==> src/rtl/ar_tx_sched_if.sv <==
// Requester, transmitter and status signals of the ARINC-429 transmit scheduler.
// The scheduler takes the slave view; the environment driving it takes master.
interface ar_tx_sched_if;
  logic        en;
  logic [1:0]  Nvel;
  logic [3:0]  req;
  logic [31:0] req_adr;
  logic [91:0] req_dat;
  logic [3:0]  ack;
  logic        tx_st;
  logic [7:0]  tx_adr;
  logic [22:0] tx_dat;
  logic [1:0]  tx_Nvel;
  logic        tx_busy;
  logic        busy;
  logic [1:0]  cur_id;
  logic        err;

  modport slave (
    input  en, Nvel, req, req_adr, req_dat, tx_busy,
    output ack, tx_st, tx_adr, tx_dat, tx_Nvel, busy, cur_id, err
  );

  modport master (
    output en, Nvel, req, req_adr, req_dat, tx_busy,
    input  ack, tx_st, tx_adr, tx_dat, tx_Nvel, busy, cur_id, err
  );
endinterface

==> src/rtl/ar_tx_sched.sv <==
// Round-robin scheduler sharing one ARINC-429 word transmitter among four sources,
// with start-timeout detection and a programmable inter-word gap in bit times.
module ar_tx_sched #(
  parameter int Fclk     = 50000000,
  parameter int GAP_BITS = 4,
  parameter int START_TO = 8
) (
  input  logic           clk,
  input  logic           rst_n,
  ar_tx_sched_if.slave   bus
);

  typedef enum logic [2:0] {
    S_IDLE,
    S_START,
    S_WAIT_BUSY,
    S_WAIT_DONE,
    S_GAP
  } state_t;

  localparam logic [11:0] BT_1M   = 12'(Fclk / 1000000);
  localparam logic [11:0] BT_100K = 12'(Fclk / 100000);
  localparam logic [11:0] BT_50K  = 12'(Fclk / 50000);
  localparam logic [11:0] BT_12K5 = 12'(Fclk / 12500);
  localparam logic [7:0]  TO_LAST  = 8'(START_TO - 1);
  localparam logic [3:0]  GAP_LAST = 4'(GAP_BITS - 1);

  state_t      r_state;
  state_t      w_state_nxt;
  logic [1:0]  r_rr_ptr;
  logic [1:0]  r_cur_id;
  logic [3:0]  r_ack;
  logic        r_tx_st;
  logic [7:0]  r_tx_adr;
  logic [22:0] r_tx_dat;
  logic [1:0]  r_tx_nvel;
  logic        r_err;
  logic [7:0]  r_to_cnt;
  logic [11:0] r_clk_cnt;
  logic [3:0]  r_bit_cnt;

  logic        w_win_vld;
  logic [1:0]  w_win_id;
  logic        w_grant;
  logic        w_err_nxt;
  logic        w_to_expire;
  logic [11:0] w_bt;
  logic        w_gap_wrap;
  logic        w_gap_done;

  // Search starts one past the last winner, so a held request waits at most three words.
  // NOTE: every combinational output gets a default before any branch; a path that
  // leaves one unassigned infers a latch.
  always_comb begin
    w_win_vld = 1'b0;
    w_win_id  = r_rr_ptr;
    for (int i = 1; i <= 4; i++) begin
      if (!w_win_vld && bus.req[r_rr_ptr + 2'(i)]) begin
        w_win_vld = 1'b1;
        w_win_id  = r_rr_ptr + 2'(i);
      end
    end
  end

  // A word already running on the transmitter (ours or foreign) blocks grants.
  assign w_grant = (r_state == S_IDLE) && bus.en && !bus.tx_busy && w_win_vld;

  always_comb begin
    w_bt = BT_12K5;
    case (r_tx_nvel)
      2'd3:    w_bt = BT_1M;
      2'd2:    w_bt = BT_100K;
      2'd1:    w_bt = BT_50K;
      default: w_bt = BT_12K5;
    endcase
  end

  assign w_to_expire = (r_to_cnt == TO_LAST);
  assign w_gap_wrap  = (r_clk_cnt == w_bt - 12'd1);
  // The last gap bit ends one clock early: the IDLE grant cycle is its final clock.
  assign w_gap_done  = (r_bit_cnt == GAP_LAST) && (r_clk_cnt == w_bt - 12'd2);

  always_comb begin
    w_state_nxt = r_state;
    w_err_nxt   = 1'b0;
    case (r_state)
      S_IDLE: begin
        if (w_grant) w_state_nxt = S_START;
      end
      S_START: begin
        w_state_nxt = S_WAIT_BUSY;
      end
      S_WAIT_BUSY: begin
        if (bus.tx_busy) begin
          w_state_nxt = S_WAIT_DONE;
        end else if (w_to_expire) begin
          w_state_nxt = S_IDLE;
          w_err_nxt   = 1'b1;
        end
      end
      S_WAIT_DONE: begin
        if (!bus.tx_busy) w_state_nxt = (GAP_BITS == 0) ? S_IDLE : S_GAP;
      end
      S_GAP: begin
        if (w_gap_done) w_state_nxt = S_IDLE;
      end
      default: w_state_nxt = S_IDLE;
    endcase
  end

  // NOTE: sequential state uses non-blocking assignments so every register samples
  // the pre-edge values regardless of statement order.
  always_ff @(posedge clk or negedge rst_n) begin
    if (!rst_n) r_state <= S_IDLE;
    else        r_state <= w_state_nxt;
  end

  // Grant capture: the label/data/rate snapshot is taken on the ack cycle only.
  always_ff @(posedge clk or negedge rst_n) begin
    if (!rst_n) begin
      r_rr_ptr  <= 2'd3;
      r_cur_id  <= 2'd0;
      r_ack     <= 4'd0;
      r_tx_st   <= 1'b0;
      r_tx_adr  <= 8'd0;
      r_tx_dat  <= 23'd0;
      r_tx_nvel <= 2'd0;
      r_err     <= 1'b0;
    end else begin
      r_ack   <= 4'd0;
      r_tx_st <= (r_state == S_START);
      r_err   <= w_err_nxt;
      if (w_grant) begin
        r_ack     <= 4'b0001 << w_win_id;
        r_rr_ptr  <= w_win_id;
        r_cur_id  <= w_win_id;
        r_tx_adr  <= bus.req_adr[8*w_win_id +: 8];
        r_tx_dat  <= bus.req_dat[23*w_win_id +: 23];
        r_tx_nvel <= bus.Nvel;
      end
    end
  end

  // Start timeout and gap counters.
  always_ff @(posedge clk or negedge rst_n) begin
    if (!rst_n) begin
      r_to_cnt  <= 8'd0;
      r_clk_cnt <= 12'd0;
      r_bit_cnt <= 4'd0;
    end else begin
      case (r_state)
        S_START: begin
          r_to_cnt <= 8'd0;
        end
        S_WAIT_BUSY: begin
          if (!bus.tx_busy && !w_to_expire) r_to_cnt <= r_to_cnt + 8'd1;
        end
        S_WAIT_DONE: begin
          r_clk_cnt <= 12'd0;
          r_bit_cnt <= 4'd0;
        end
        S_GAP: begin
          if (w_gap_wrap) begin
            r_clk_cnt <= 12'd0;
            r_bit_cnt <= r_bit_cnt + 4'd1;
          end else begin
            r_clk_cnt <= r_clk_cnt + 12'd1;
          end
        end
        default: ;
      endcase
    end
  end

  assign bus.ack     = r_ack;
  assign bus.tx_st   = r_tx_st;
  assign bus.tx_adr  = r_tx_adr;
  assign bus.tx_dat  = r_tx_dat;
  assign bus.tx_Nvel = r_tx_nvel;
  assign bus.busy    = (r_state != S_IDLE);
  assign bus.cur_id  = r_cur_id;
  assign bus.err     = r_err;

endmodule
==> src/flat_wrapper.sv <==
// flat-port wrapper written by rule: the top's interface ports become plain ports
module ar_tx_sched_flat 
#(
  parameter int Fclk     = 50000000,
  parameter int GAP_BITS = 4,
  parameter int START_TO = 8
)
  (clk, rst_n, bus_en, bus_Nvel, bus_req, bus_req_adr, bus_req_dat, bus_tx_busy, bus_ack, bus_tx_st, bus_tx_adr, bus_tx_dat, bus_tx_Nvel, bus_busy, bus_cur_id, bus_err);
  ar_tx_sched_if bus_i ();
  input  logic clk;
  input  logic rst_n;
  input wire logic [$bits(bus_i.en)-1:0] bus_en;
  input wire logic [$bits(bus_i.Nvel)-1:0] bus_Nvel;
  input wire logic [$bits(bus_i.req)-1:0] bus_req;
  input wire logic [$bits(bus_i.req_adr)-1:0] bus_req_adr;
  input wire logic [$bits(bus_i.req_dat)-1:0] bus_req_dat;
  input wire logic [$bits(bus_i.tx_busy)-1:0] bus_tx_busy;
  output wire logic [$bits(bus_i.ack)-1:0] bus_ack;
  output wire logic [$bits(bus_i.tx_st)-1:0] bus_tx_st;
  output wire logic [$bits(bus_i.tx_adr)-1:0] bus_tx_adr;
  output wire logic [$bits(bus_i.tx_dat)-1:0] bus_tx_dat;
  output wire logic [$bits(bus_i.tx_Nvel)-1:0] bus_tx_Nvel;
  output wire logic [$bits(bus_i.busy)-1:0] bus_busy;
  output wire logic [$bits(bus_i.cur_id)-1:0] bus_cur_id;
  output wire logic [$bits(bus_i.err)-1:0] bus_err;
  assign bus_i.en = bus_en;
  assign bus_i.Nvel = bus_Nvel;
  assign bus_i.req = bus_req;
  assign bus_i.req_adr = bus_req_adr;
  assign bus_i.req_dat = bus_req_dat;
  assign bus_i.tx_busy = bus_tx_busy;
  assign bus_ack = bus_i.ack;
  assign bus_tx_st = bus_i.tx_st;
  assign bus_tx_adr = bus_i.tx_adr;
  assign bus_tx_dat = bus_i.tx_dat;
  assign bus_tx_Nvel = bus_i.tx_Nvel;
  assign bus_busy = bus_i.busy;
  assign bus_cur_id = bus_i.cur_id;
  assign bus_err = bus_i.err;
  ar_tx_sched #(.Fclk(Fclk), .GAP_BITS(GAP_BITS), .START_TO(START_TO)) u_core (.clk(clk), .rst_n(rst_n), .bus(bus_i));
endmodule
==> config.mk <==
export PLATFORM = sky130hd
export DESIGN_NAME = ar_tx_sched_flat
export DESIGN_NICKNAME = d
export VERILOG_FILES = /design/src/rtl/ar_tx_sched_if.sv /design/src/rtl/ar_tx_sched.sv /design/src/flat_wrapper.sv
export SDC_FILE = /design/constraint.sdc
export NUM_CORES = 1
export LEC_CHECK = 0
export BUFFER_PORTS_ARGS = -buffer_cell sky130_fd_sc_hd__clkbuf_2
export CORE_MARGIN = 1
export CORE_UTILIZATION = 25
export CTS_CLUSTER_SIZE = 16
export DETAILED_ROUTE_END_ITERATION = 8
export HOLD_SLACK_MARGIN = 0.06
export PLACE_DENSITY_LB_ADDON = 0.2
export SLEW_MARGIN = 20
export SYNTH_ARGS = -nofsm -noshare
export SYNTH_HDL_FRONTEND = slang
export SYNTH_SLANG_ARGS = --single-unit
==> constraint.sdc <==
create_clock -name clk -period 3.1 [get_ports clk]
set_input_delay 0 -clock clk [delete_from_list [all_inputs] [get_ports clk]]
set_output_delay 0 -clock clk [all_outputs]
set_load 0.02 [all_outputs]
### Word level (Yosys, flattened, before mapping)

Cells that the tools add are included.

* word-level logic and storage cells: 98
* bits in registers: 70
* bits of input ports: 134

* add/sub/neg operators: 8
* shifts and indexed selects: 3
* $mul: 1
* eq/ne operators: 17
* reduce and logical (&&, ||, !) cells: 20
* order comparisons: 4
* multiplexer cells: 33

Operator list (count)
* indexed part select 92 x 8 -> 23 bit: 1
* case mux 12 bit (3 select lines): 1
* indexed part select 32 x 6 -> 8 bit: 1
* == test 12 bit: 2
* case mux 12 bit (2 select lines): 1
* case mux 8 bit (2 select lines): 1
* two-way mux 3 bit: 5
* case mux 3 bit (5 select lines): 1
* adder 12 x 1 -> 12 bit, second input constant: 1
* less-than comparator 2 x 3 -> 1 bit, second input constant: 4
* two-way mux 12 bit: 1
* subtractor 12 x 1 -> 12 bit, second input constant: 1
* subtractor 12 x 2 -> 12 bit, second input constant: 1
* two-way mux 1 bit: 11
* adder 8 x 1 -> 8 bit, second input constant: 1
* binary-select mux 1 bit (select 2 bit): 4
* == test 8 x 3 -> 1 bit, second input constant: 1
* logical AND 1 bit: 8
* two-way mux 2 bit: 4
* two-way mux 4 bit: 2
* two-way mux 8 bit: 1
* != test 2 x 1 -> 1 bit, second input constant: 4
* case mux 4 bit (2 select lines): 1
* multiplier 5 x 2 -> 7 bit, first input constant: 1
* other kinds (18): 27

### Depth between registers and ports, before layout

* depth after elaboration: 16
* depth in mapped cells: 8
* gate-level depth less buffers: 7

### Worst setup path before layout

OpenSTA, ideal clock, no wires.

* kind: register to register
* start: register u_core.r_tx_nvel[1] (netlist: u_core.bus.tx_Nvel[1])
* end: register u_core.r_bit_cnt[3]
* path slack: 584 ps
* stages on the path, launching flop included: 8
* path buffers: 0
* period minus slack after synthesis: 2516 ps
* arrival time: 2393 ps
* path through: dfrtp_1 -> inv_1 -> ha_1 -> or4b_4 -> a211oi_4 -> nand4_4 -> o31a_1 -> o31a_1

* cells in the longest elaborated chain, start to end: 6
* elaborated cells between the ends (all ways): 8
* those cells by class: 1 x add/sub; 5 x eq/ne; 1 x mux; 1 x reduce/logical

RTL lines
* start, declared: line ar_tx_sched.sv:36 `logic [1:0] r_tx_nvel;`
* start signal, assigned: line ar_tx_sched.sv:139 `r_tx_nvel <= bus.Nvel;`
* == test 2 x 1 -> 1 bit or == test 2 bit (tied branches): line ar_tx_sched.sv:70 `case (r_tx_nvel)`
* case mux 12 bit (3 select lines) *: line ar_tx_sched.sv:70
* subtractor 12 x 1 -> 12 bit *: line ar_tx_sched.sv:79 `assign w_gap_wrap = (r_clk_cnt == w_bt - 12'd1);`
* == test 12 bit *: line ar_tx_sched.sv:79
* != test 2 x 1 -> 1 bit (no line) *
* AND reduction 2 bit (no line) *
* end signal, assigned: line ar_tx_sched.sv:165 `r_bit_cnt <= r_bit_cnt + 4'd1;`
* end, declared: line ar_tx_sched.sv:40 `logic [3:0] r_bit_cnt;`

Mark *: on every way between the ends. The rest lies on a longest branch, timed or not.
A chain may end at the register's enable or synchronous reset.

### Worst setup path after layout

* start: register u_core.r_rr_ptr[0]
* end: register u_core.r_tx_dat[1] (netlist: u_core.bus.tx_dat[1])

* cells in the longest elaborated chain, start to end: 15
* elaborated cells between the ends (all ways): 28
* those cells by class: 3 x add/sub; 1 x mul; 1 x shift; 16 x mux; 7 x reduce/logical

RTL lines
* start, declared: line ar_tx_sched.sv:30 `logic [1:0] r_rr_ptr;`
* start signal, assigned: line ar_tx_sched.sv:135 `r_rr_ptr <= w_win_id;`
* adder 2 x 1 -> 2 bit: line ar_tx_sched.sv:58, ar_tx_sched.sv:60
* binary-select mux 1 bit (select 2 bit): line ar_tx_sched.sv:58 `if (!w_win_vld && bus.req[r_rr_ptr + 2'(i)]) begin`
* two-way mux 1 bit (implied by the code): line ar_tx_sched.sv:58
* two-way mux 1 bit: line ar_tx_sched.sv:58
* logical NOT 1 bit: line ar_tx_sched.sv:58
* logical AND 1 bit: line ar_tx_sched.sv:58
* two-way mux 1 bit: line ar_tx_sched.sv:58
* logical NOT 1 bit: line ar_tx_sched.sv:58
* logical AND 1 bit: line ar_tx_sched.sv:58
* two-way mux 1 bit: line ar_tx_sched.sv:58
* logical NOT 1 bit: line ar_tx_sched.sv:58
* logical AND 1 bit: line ar_tx_sched.sv:58
* two-way mux 2 bit: line ar_tx_sched.sv:58
* multiplier 5 x 2 -> 7 bit: line ar_tx_sched.sv:138 `r_tx_dat <= bus.req_dat[23*w_win_id +: 23];`
* indexed part select 92 x 8 -> 23 bit: line ar_tx_sched.sv:138
* end signal, assigned: line ar_tx_sched.sv:138
* end, declared: line ar_tx_sched.sv:35 `logic [22:0] r_tx_dat;`

Parallel ways exist; a longest one is shown, timed or not. The select of a mux whose other input is x is not followed.

==> run summary <==
outcome - completed
Tot GR Track Use - 0.163
CTS sink cnt - 70
post-synthesis register bit count - 70
Core ar. - 0.0159 mm²
Syn Area/Cell - 9.96 µm²
RR Startpoint - u_core.r_rr_ptr[0]
Fillers - 1,542
critical path class - reg -> reg
IO Pins - 176
synth warn - 0
Register-to-Register Path Depth - 8
first-pass GRT wire length - 21.0 mm
Max rail drop VDD - 0.370 mV
setup TNS - 0 ps
Syn-to-layout area delta - 59.9%
Critical Path Source Type - flop
reg2reg end - u_core.bus.tx_dat[1]
vias in the first global route - 4,373
worst clock skew - 8.04 ps
DPL Wire Length - 9.01 mm
switching power - 2.00 mW
routed vias - 4,234
arrival time worst endpoint - 3200 ps
Hold EP - u_core.r_state[0]
Setup WS post-layout - 123 ps
DP Worst Slack - 492 ps
Final Hold Vio Count - 0
Port Buffers - 175
endpoint class of the critical path - flop
die area - 0.0169 mm²
initial drt markers - 141
ys async rst share - 1.00
internal reg-to-reg setup slack - 120 ps
pin count of the biggest net entering global routing - 71
WL final - 13.1 mm
Min-Delay Path Depth - 4
minimum clock period after layout - 2980 ps
Mapped Nets - 553
Min-Delay Path Class - in -> reg
Root Buffer - clkbuf_16
antenna violations before repair - 0
Leak - 3.17 nW
Antenna Nets Post-Route - 0
Flop pwr share - 0.274
Slew Viols, Final - 0
fraction of layout cells with a size suffix above 1 - 0.305
Rows - 46
worst-skew pair later-pin latency - 340 ps
Slew @ Worst Pin - 927 ps
number of detailed-route iterations in the first pass - 6
top_reg_cell synth - dfrtp_1
Pwr per Cell Area - 810 mW/mm²
CTS tree - done
part of the power in combinational logic - 0.498
CTS Buf Count - 9
Post-Syn Area - 0.00409 mm²
Critical Path RT - 3320 ps
P_int - 3.31 mW
unrepaired setup endpoints after global routing - false
die height - 130 µm
switching share of total power - 0.376
Max-cap violations - 0
fin nets - 818
crit share post-route - 0.960
Relative slew margins - 0.382
drc violations - 0
Post-synth EDFFs - 0
WL per Instance - 14.6 µm
Seq/Total Area, Yosys - 0.428
post-CTS setup buffers - 0
Yosys cell types - 50
# diodes - 0
# setup viols final - 0
GPL Wtd Cong - 0.782
clock power share - 0.228
H-tree depth - 3
Mapped Cells - 411
Die X - 130 µm
f_max - 336 MHz
Vias/cell - 4.72
min-delay src - bus_en
grt ovf - 0
crit path max fanout - 68
Initial Utilization - 0.257
Clock transition at path regs - 60 ps
Clock Tree Buf Depth - 2
-- how the worst max path moves through the flow --
stage	startpoint	endpoint	slack [ps]	cells after the start
2_1_floorplan	u_core.bus.tx_Nvel[1]	u_core.r_bit_cnt[3]	580	7
3_3_place_gp	u_core.bus.tx_Nvel[0]	u_core.r_clk_cnt[6]	620	7
3_5_place_dp	u_core.bus.tx_Nvel[1]	u_core.r_clk_cnt[3]	490	7
4_1_cts	u_core.r_rr_ptr[0]	u_core.bus.tx_dat[3]	150	8
5_1_grt	u_core.r_rr_ptr[0]	u_core.bus.tx_dat[1]	1	8
6_report	u_core.r_rr_ptr[0]	u_core.bus.tx_dat[1]	120	8
-- flip-flops by register name (all words and copies together), names as in the netlist --
name                cells
u_core.bus.tx_st        1
u_core.r_to_cnt         8
u_core.r_clk_cnt       12
u_core.bus.tx_Nvel      2
u_core.bus.err          1
u_core.r_state          3
u_core.bus.ack          4
u_core.bus.cur_id       2
u_core.bus.tx_adr       8
u_core.bus.tx_dat      23
u_core.r_rr_ptr         2
u_core.r_bit_cnt        4
-- critical path, cell delays in order (launching register included) --
cell and delay [ps]:
dfstp_2 560, o21a_1 120, o21ai_1 80, o311ai_4 110, buf_12 370, mux2i_1 240
dlygate4sd3_1 570, o221ai_1 120, dlygate4sd3_1 590
-- Yosys cell counts, drive strengths merged, types with 2 or more instances --
cell     n  area (µm²)
o221ai  31         272
nor3     6        30.0
or4b     2        23.8
mux2i   63         631
nor4b    2        17.5
a22oi    2        15.0
o31ai    8        60.1
nor3b    2        15.0
dfstp    2        52.6
and2    10        62.6
and3     3        18.8
nor2b    4        25.0
buf     11        55.1
nand4b   3        26.3
or3      2        12.5
nand4    5        46.3
clkbuf  14        52.6
dfrtp   68        1700
xor2     6        52.6
a32o     2        20.0
or2      2        12.5
nand2   58         218
a211oi   3        40.0
nand3   11        55.1
o21ai   10        50.0
o31a     2        17.5
nor2    21        78.8
xnor2    6        52.6
nand3b   2        15.0
a211o    2        17.5
nand2b   5        31.3
a31oi    9        56.3
a21oi    5        25.0
inv      8        30.0
ha       8         100
o21a     4        30.0
-- cells by family after synthesis --
logic type / synth area share
XOR/XNOR: 0.0257
AO/OA/AOI/OAI: 0.158
flip-flops: 0.428
AND/OR/NAND/NOR: 0.176
adder cells (fa/ha/maj): 0.0245
buffers and inverters: 0.0336
multiplexers: 0.154
-- per-layer routing --
| metal | vias to the layer above | wire length (µm) | share of wire | track usage |
|---|---|---|---|---|
| met4 | 0 | 331 | 0.025 | 0.0807 |
| met3 | 24 | 679 | 0.052 | 0.0267 |
| met5 | - | 0 | 0 | 0 |
| met2 | 163 | 6820 | 0.52 | 0.295 |
| met1 | 1990 | 5290 | 0.40 | 0.186 |
| li1 | 2057 | - | - | - |
-- cells in the final DEF, fill, tap and decap left out, drive strengths merged, types with 3 or more instances in the layout --
cell type and instances:
clkbuf 183, dlygate4sd3 97, dfrtp 68, mux2i 63, nand2 58, o221ai 31, nor2 21, nand3 11
and2 10, o21ai 10, a31oi 9, inv 9, o31ai 8, ha 8, buf 8, nor3 6
xor2 6, xnor2 6, nand2b 5, a21oi 5, nand4 5, nor2b 4, o21a 4, and3 3
nand4b 3, bufinv 3, clkinv 3, a211oi 3
-- through the flow --
| step | hold WS [ps] | utilization | total power [mW] | std cells | cell area (µm²) |
|---|---|---|---|---|---|
| 2_1_floorplan | -296 | - | 2.88 | 411 | 4090 |
| 3_3_place_gp | 204 | 0.328 | 3.54 | 784 | 5230 |
| 3_5_place_dp | 208 | 0.328 | 3.60 | 784 | 5230 |
| 4_1_cts | 140 | 0.411 | 5.35 | 897 | 6550 |
| 5_1_grt | 188 | 0.411 | 5.66 | 897 | 6550 |
| 6_report | 159 | 0.411 | 5.30 | 897 | 6550 |
-- repair_timing --
action / in CTS / in global routing
endpoints found under the hold margin: 103 / 0
hold buffers: 97 / 0
resized for setup: 0 / 0
-- power by group through the flow --
stage          combinational, mW  clock, mW  sequential [mW]
2_1_floorplan               1.22          0             1.66
3_3_place_gp                2.09          0             1.46
3_5_place_dp                2.13          0             1.46
4_1_cts                     2.65       1.24             1.45
5_1_grt                     2.87       1.28             1.51
6_report                    2.64       1.21             1.45
-- cell type report --
cell class / instances / area [µm²] / share of cell area
clock inverter: 7 / 121 / 0.0185
inverter: 8 / 30.0 / 0.00459
tap: 216 / 270 / 0.0413
multi-input combinational: 308 / 2220 / 0.339
clock buffer: 9 / 225 / 0.0344
sequential: 70 / 1750 / 0.268
timing repair buffer: 279 / 1930 / 0.294
(Power assumes the default switching activity.)
